### config.mk
export PLATFORM = sky130hd
export DESIGN_NAME = pc_sequencer
export DESIGN_NICKNAME = d
export VERILOG_FILES = /design/src/rtl/pc_sequencer.sv
export SDC_FILE = /design/constraint.sdc
export NUM_CORES = 1
export LEC_CHECK = 0
export ABC_AREA = 1
export BUFFER_PORTS_ARGS = -buffer_cell sky130_fd_sc_hd__buf_2
export CAP_MARGIN = 25
export CORE_MARGIN = 4
export CORE_UTILIZATION = 29
export DETAILED_ROUTE_END_ITERATION = 10
export PLACE_DENSITY_LB_ADDON = 0.3
export REMOVE_ABC_BUFFERS = 1
export SLEW_MARGIN = 20
export SYNTH_ARGS = -nofsm -noshare
export SYNTH_HDL_FRONTEND = slang
export SYNTH_SLANG_ARGS = --single-unit
### constraint.sdc
create_clock -name clk -period 3.75 [get_ports clk]
set_clock_uncertainty 0.15 [all_clocks]
set_input_delay 0.1875 -clock clk [delete_from_list [all_inputs] [get_ports clk]]
set_output_delay 0.1875 -clock clk [all_outputs]
set_load 0.05 [all_outputs]
### src/rtl/pc_sequencer.sv
// Program-counter sequencer: fetch/wait/exec loop with a return-address stack,
// conditional branch, halt and debug PC load.
module pc_sequencer #(
  parameter int              PC_W        = 11,
  parameter int              STACK_DEPTH = 4,
  parameter logic [PC_W-1:0] RESET_VEC   = '0
) (
  input  logic                           clk,
  input  logic                           rst_n,
  output logic                           mem_req,
  output logic [PC_W-1:0]                mem_addr,
  input  logic                           mem_ready,
  input  logic [2:0]                     mem_op,
  input  logic [PC_W-1:0]                mem_arg,
  input  logic                           cond_z,
  input  logic                           load,
  input  logic [PC_W-1:0]                load_addr,
  output logic [PC_W-1:0]                pc,
  output logic [$clog2(STACK_DEPTH):0]   sp,
  output logic                           halted,
  output logic                           stack_err
);

  localparam int SP_W = $clog2(STACK_DEPTH) + 1;
  localparam int IX_W = $clog2(STACK_DEPTH);

  localparam logic [2:0] OP_NOP  = 3'b000;
  localparam logic [2:0] OP_JMP  = 3'b001;
  localparam logic [2:0] OP_JSR  = 3'b010;
  localparam logic [2:0] OP_RET  = 3'b011;
  localparam logic [2:0] OP_BRZ  = 3'b100;
  localparam logic [2:0] OP_HALT = 3'b111;

  typedef enum logic [1:0] {
    FETCH = 2'd0,
    WAIT  = 2'd1,
    EXEC  = 2'd2,
    HALT  = 2'd3
  } state_t;

  state_t            state, state_n;
  logic [2:0]        op_q;
  logic [PC_W-1:0]   arg_q;
  logic [PC_W-1:0]   stack_mem [STACK_DEPTH];
  logic [PC_W-1:0]   pc_n;
  logic [SP_W-1:0]   sp_n;
  logic [SP_W-1:0]   sp_dec;
  logic [PC_W-1:0]   pc_inc;
  logic [PC_W-1:0]   jsr_off;
  logic              push;
  logic              err_set;
  logic              latch;

  assign pc_inc  = pc + PC_W'(1);
  assign sp_dec  = sp - SP_W'(1);
  // JSR offset lives in the low 10 bits of the argument, two's complement.
  assign jsr_off = {{(PC_W-10){arg_q[9]}}, arg_q[9:0]};

  // Request is held for exactly the WAIT state, so reset drops it at once.
  assign mem_req  = (state == WAIT);
  assign mem_addr = pc;
  assign halted   = (state == HALT);

  always_comb begin
    state_n = state;
    pc_n    = pc;
    sp_n    = sp;
    push    = 1'b0;
    err_set = 1'b0;
    latch   = 1'b0;
    case (state)
      FETCH: begin
        if (load) pc_n = load_addr;
        else      state_n = WAIT;
      end
      WAIT: begin
        if (mem_ready) begin
          latch   = 1'b1;
          state_n = EXEC;
        end
      end
      EXEC: begin
        state_n = FETCH;
        case (op_q)
          OP_JMP: pc_n = arg_q;
          OP_JSR: begin
            if (sp == SP_W'(STACK_DEPTH)) begin
              err_set = 1'b1;
              state_n = HALT;
            end else begin
              push = 1'b1;
              sp_n = sp + SP_W'(1);
              pc_n = pc + jsr_off;
            end
          end
          OP_RET: begin
            if (sp == '0) begin
              err_set = 1'b1;
              state_n = HALT;
            end else begin
              sp_n = sp_dec;
              pc_n = stack_mem[sp_dec[IX_W-1:0]];
            end
          end
          OP_BRZ:  pc_n = cond_z ? arg_q : pc_inc;
          OP_HALT: state_n = HALT;
          default: pc_n = pc_inc;
        endcase
      end
      HALT: begin
        if (load) begin
          pc_n    = load_addr;
          state_n = FETCH;
        end
      end
      default: state_n = FETCH;
    endcase
  end

  always_ff @(posedge clk or negedge rst_n) begin
    if (!rst_n) begin
      state     <= FETCH;
      pc        <= RESET_VEC;
      sp        <= '0;
      stack_err <= 1'b0;
      op_q      <= OP_NOP;
      arg_q     <= '0;
    end else begin
      state <= state_n;
      pc    <= pc_n;
      sp    <= sp_n;
      if (err_set) stack_err <= 1'b1;
      if (latch) begin
        op_q  <= mem_op;
        arg_q <= mem_arg;
      end
    end
  end

  // Stack contents are only ever read below sp, so they need no reset.
  always_ff @(posedge clk) begin
    if (push) stack_mem[sp[IX_W-1:0]] <= pc_inc;
  end

endmodule

# Yosys cells after proc, flatten, opt, wreduce, memory -nomap -nowiden
# Memory sizes are Yosys's and may differ from the RTL's.
# Cells that the tools add are included.
[word_totals] n_memories=1 out_inout_bits=28 inputBits=30 register_bits=31 mem_bits_rw=44 wordCells=64
[mem_list] memory="stack_mem" words=4 width=11 rd=1 rd_clocked_by_memory_dff=0 write_ports=1 line="44" source="logic [PC_W-1:0] stack_mem [STACK_DEPTH];"
[classes] add_sub_neg=4 n_eq_ne=18 reduce_logical=8 mux=27
[op_table] cell="$pmux W11 S5" count=1
[op_table] cell="$mux W11" count=4
[op_table] cell="$pmux W11 S2" count=1
[op_table] cell="$add A11 B1 Y11 const B" count=1
[op_table] cell="$add A11 B11 Y11" count=1
[op_table] cell="$mux W1" count=10
[op_table] cell="$mux W2" count=5
[op_table] cell="$ne A2 B2 Y1 const B" count=5
[op_table] cell="$eq A3 B3 Y1 const B" count=3
[op_table] cell="$pmux W2 S4" count=1
[op_table] cell="$eq A3 B2 Y1 const B" count=2
[op_table] cell="$mux W3" count=2
[op_table] cell="$ne A3 B3 Y1 const B" count=2
[op_table] cell="$pmux W2 S3" count=1
[op_table] cell="$pmux W3 S2" count=1
[op_table] cell="$reduce_and A5 Y1" count=1
[op_table] cell="$eq A2 B2 Y1 const B" count=2
[op_table] cell="$ne A2 B1 Y1 const B" count=2
[op_table] cell="$reduce_and A4 Y1" count=1
[op_table] cell="$reduce_bool A2 Y1" count=2
[op_table] cell="$add A3 B1 Y3 const B" count=1
[op_table] cell="$eq A3 B1 Y1 const B" count=1
[op_table] cell="$logic_not A3 Y1" count=1
[op_table] cell="$reduce_and A3 Y1" count=1
[op_table] cell="5 further kinds" count=5

# Depth between registers and ports, before layout
[logic_depth] depth_word=6 mapped_depth=13

# Least setup slack after synthesis
# Ideal clock, no wire load.
[synth_path] path_kind="flip-flop to flip-flop" start="reg sp[0]" end="mem stack_mem[1][0], enable pin" arrival_ns=2.194 path_slack_ns=1.028 setup_ns=0.378 path_buffers=1 required_ns=3.222 synth_period_minus_slack_ns=2.722 stages_incl_launch_ff=7 cell_sequence="dfrtp_1 -> inv_1 -> buf_2 -> ha_1 -> ha_1 -> nand3b_1 -> nor2_1"
[synth_between] elab_chain_len=6
[synth_rtl] element="from (decl)" line="19" source="output logic [$clog2(STACK_DEPTH):0] sp,"
[synth_rtl] element="from (signal assigned)" line="131" source="sp <= sp_n;"
[synth_rtl] element="$eq A3 B3 Y1" line="87" source="if (sp == SP_W'(STACK_DEPTH)) begin"
[synth_rtl] element="$mux W1" line="87"
[synth_rtl] element="$mux W1" line="84" source="case (op_q)"
[synth_rtl] element="$mux W1" line="71" source="case (state)"
[synth_rtl] element="$mux W1" line="142" source="if (push) stack_mem[sp[IX_W-1:0]] <= pc_inc;"
[synth_rtl] element="$mux W1 (not written as such)" line="142"
[synth_rtl] element="to (decl)" line="44"
# Parallel ways exist; a longest one is shown, timed or not.

# Worst setup path in the final report
[layout_path] start="reg state[1]" end="reg pc[6] (netlist: mem_addr[6])"
[layout_between] elab_chain_len=4
[layout_rtl] element="from (decl)" line="41" source="state_t state, state_n;"
[layout_rtl] element="from (signal assigned)" line="129" source="state <= state_n;"
[layout_rtl] element="$eq A2 B2 Y1 or $logic_not A2 Y1 (tied branches)" line="71"
[layout_rtl] element="$reduce_or A2 Y1 (no line)"
[layout_rtl] element="$ne A2 B1 Y1 (no line) or $reduce_bool A2 Y1 (tied branches)"
[layout_rtl] element="$reduce_and A5 Y1 (no line)"
[layout_rtl] element="to (signal assigned)" line="130" source="pc <= pc_n;"
[layout_rtl] element="to (decl)" line="18" source="output logic [PC_W-1:0] pc,"
# Parallel ways exist; a longest one is shown, timed or not.
# A chain may end at the register's enable or synchronous reset.

==> impl_metrics.env <==
export IMPL_period_minus_slack_ns=2.681
export IMPL_synth_cell_area_mm2=0.004448
export IMPL_status="complete, no violations"
export IMPL_num_vias=3772
export IMPL_grt_pass1_vias=3700
export IMPL_rows=45
export IMPL_ys_ff_latch=75
export IMPL_cts_tree="done"
export IMPL_drc=0
export IMPL_port_buffers=57
export IMPL_dr_first_iter_drc_count=289
export IMPL_post_cts_setup_buffers=0
export IMPL_finalSetupViolCount=0
export IMPL_place_inst=757
export IMPL_die_w_um=131.8
export IMPL_ys_types=37
export IMPL_tightest_slew_ns=0.8159
export IMPL_dpl_cell_area_mm2=0.004870
export IMPL_ys_seq_area_frac=0.4714
export IMPL_areaGrowthSynthToFinish_pct=18.96
export IMPL_yosys_warnings=0
export IMPL_dieArea_mm2=0.01738
export IMPL_vias_per_cell=4.787
export IMPL_grt_max_degree=32
export IMPL_max_slew_margin=0.4560
export IMPL_layout_worst_path_cycle_share=0.7149
export IMPL_start_util=0.2948
export IMPL_instances_no_fill=788
export IMPL_dp_hpwl_um=8457
export IMPL_final_area_mm2=0.005291
export IMPL_grt_pass1_wl_um=19240
export IMPL_cts_made_buffers=9
export IMPL_hold_viol=0
export IMPL_utilization=0.3507
export IMPL_critPathCaptureType="flop"
export IMPL_track_usage=0.1381
export IMPL_holdCritPathClass="primary input to flop"
export IMPL_ant_nets=0
export IMPL_post_drt_wl_per_cell_um=14.89
export IMPL_die_y_um=131.8
export IMPL_grt_ovfl_total=0
export IMPL_report_final_slew_viol_count=0
export IMPL_worst_path_max_fanout=19
export IMPL_fin_nets=648
export IMPL_place_congestion=0.8674
export IMPL_drtPass1Iterations=5
export IMPL_core_mm2=0.01509
export IMPL_drive_gt1_frac=0.1683
export IMPL_clk_path_buf_depth=2
export IMPL_start_kind="flop"
export IMPL_fmax_ghz=0.3730
export IMPL_syn_inst=529
export IMPL_drt_total_wl_um=11730
export IMPL_io_pins=58
export IMPL_insertion_delay_ns=0.34
export IMPL_post_synth_cell_area_avg_um2=8.408
export IMPL_antenna_cells=0
export IMPL_antenna_found_initial=0
export IMPL_required_ns=3.88
export IMPL_cts_num_sinks=75
export IMPL_rsz0062_at_grt="false"
export IMPL_worstPathArrival_ns=2.81
export IMPL_clk_pin_slew_ns=0.06
export IMPL_tns_ns=0
export IMPL_fillCellCount=1588
export IMPL_htree_levels=3
export IMPL_drv_cap=0
export IMPL_critical_path_class="flop to flop"
export IMPL_cts_root_buf="clkbuf_16"
worst max-delay path, stage by stage, from the launching register on:
cell	delay, ns
dfrtp_1	0.40
inv_1	0.10
ha_1	0.68
inv_1	0.33
a21oi_2	0.33
nand3_4	0.26
nor2_1	0.24
nand2_1	0.07
nand2_1	0.06
routing by layer:
layer,share of wire,global-route usage,vias to the layer above
li1,-,-,1873
met1,0.46,0.1826,1789
met2,0.48,0.2284,91
met3,0.037,0.02595,19
met4,0.018,0.04609,0
met5,0,0,-
stage by stage:
stage          hold slack, ns  worst slack, ns
2_1_floorplan         -0.2581           0.4989
3_3_place_gp           0.1625            1.073
3_5_place_dp           0.1793            1.051
4_1_cts               0.01737            1.047
5_1_grt               0.03500           0.8497
6_report              0.02484            1.069
sequential cells by signal (all words and copies together) (netlist names):
| name | count |
|---|---|
| arg_q | 11 |
| mem_addr | 11 |
| op_q | 3 |
| sp | 3 |
| stack_err | 1 |
| stack_mem | 44 |
| state | 2 |
placed cells by master (no fill, tap or decap), types with 3 or more instances in the layout:
| cell type | n |
|---|---|
| o21ai_1 | 3 |
| dfrtp_1 | 31 |
| buf_4 | 6 |
| o21ai_0 | 15 |
| inv_1 | 48 |
| clkbuf_16 | 9 |
| dlygate4sd3_1 | 15 |
| o22ai_1 | 3 |
| a21oi_1 | 22 |
| nor2_1 | 58 |
| nand3b_1 | 9 |
| xnor2_1 | 6 |
| nand2_2 | 4 |
| ha_1 | 22 |
| mux2_2 | 9 |
| nand3_1 | 52 |
| a31oi_1 | 3 |
| nand4_1 | 9 |
| buf_2 | 57 |
| nand2_1 | 148 |
| edfxtp_1 | 44 |
| clkinv_4 | 3 |
timing repair:
| action | 4_1_cts | 5_1_grt |
|---|---|---|
| endpoints found under the hold margin | 45 | 0 |
| hold buffers | 15 | 0 |
| gates resized for setup | 0 | 0 |
synthesized netlist by cell type (all sizes together):
cell type / count / area (um2)
edfxtp: 44 / 1321
xnor2: 6 / 52.55
clkbuf: 6 / 22.52
buf: 17 / 121.4
ha: 22 / 275.3
o22ai: 3 / 18.77
a31oi: 3 / 18.77
o311ai: 1 / 8.760
o31ai: 1 / 7.510
and2: 2 / 12.51
nand3b: 9 / 67.56
mux2: 9 / 101.4
dfrtp: 31 / 775.7
xor2: 2 / 17.52
a21oi: 24 / 135.1
inv: 50 / 187.7
or2: 2 / 12.51
nand4: 9 / 56.30
nor3: 3 / 20.02
fa: 1 / 20.02
o21ai: 18 / 90.08
nand2: 153 / 591.8
nor2: 60 / 235.2
nand3: 53 / 277.8
area by class of cell:
cell class	count	area, um2	share of cell area
sequential	75	2097	0.3963
timing repair buffer	78	480.5	0.09080
clock buffer	10	229.0	0.04327
multi-input combinational	381	2019	0.3817
inverter	50	187.7	0.03547
tap	188	235.2	0.04446
clock inverter	6	42.54	0.008040
kinds of logic (layout without fill, tap and decap cells):
kind of cell / after synthesis / in the layout / synth area share
and+or+nand+nor: 291 / 291 / 0.2864
buffers and inverters: 73 / 144 / 0.07454
adders and majority gates: 23 / 23 / 0.06638
AOI/OAI and AO/OA: 50 / 50 / 0.06273
xor gates and xnor gates: 8 / 8 / 0.01575
muxes: 9 / 9 / 0.02279
DFF: 75 / 75 / 0.4714
worst paths after layout:
check | slack (ns) | startpoint | depth (start not counted) | to
min in group asynchronous | 0.33 | rst_n | 2 | arg_q[7]
max | 1.07 | state[1] | 8 | mem_addr[6]
max reg2reg | 1.07 | state[1] | 8 | mem_addr[6]
min reg2reg | 0.32 | stack_err | 2 | stack_err
min | 0.02 | load_addr[2] | 3 | mem_addr[2]
max in group asynchronous | 2.60 | rst_n | 2 | sp[0]
Power is not shown: default switching activity piles up to over one toggle a cycle in this logic, so the estimate is an artifact.
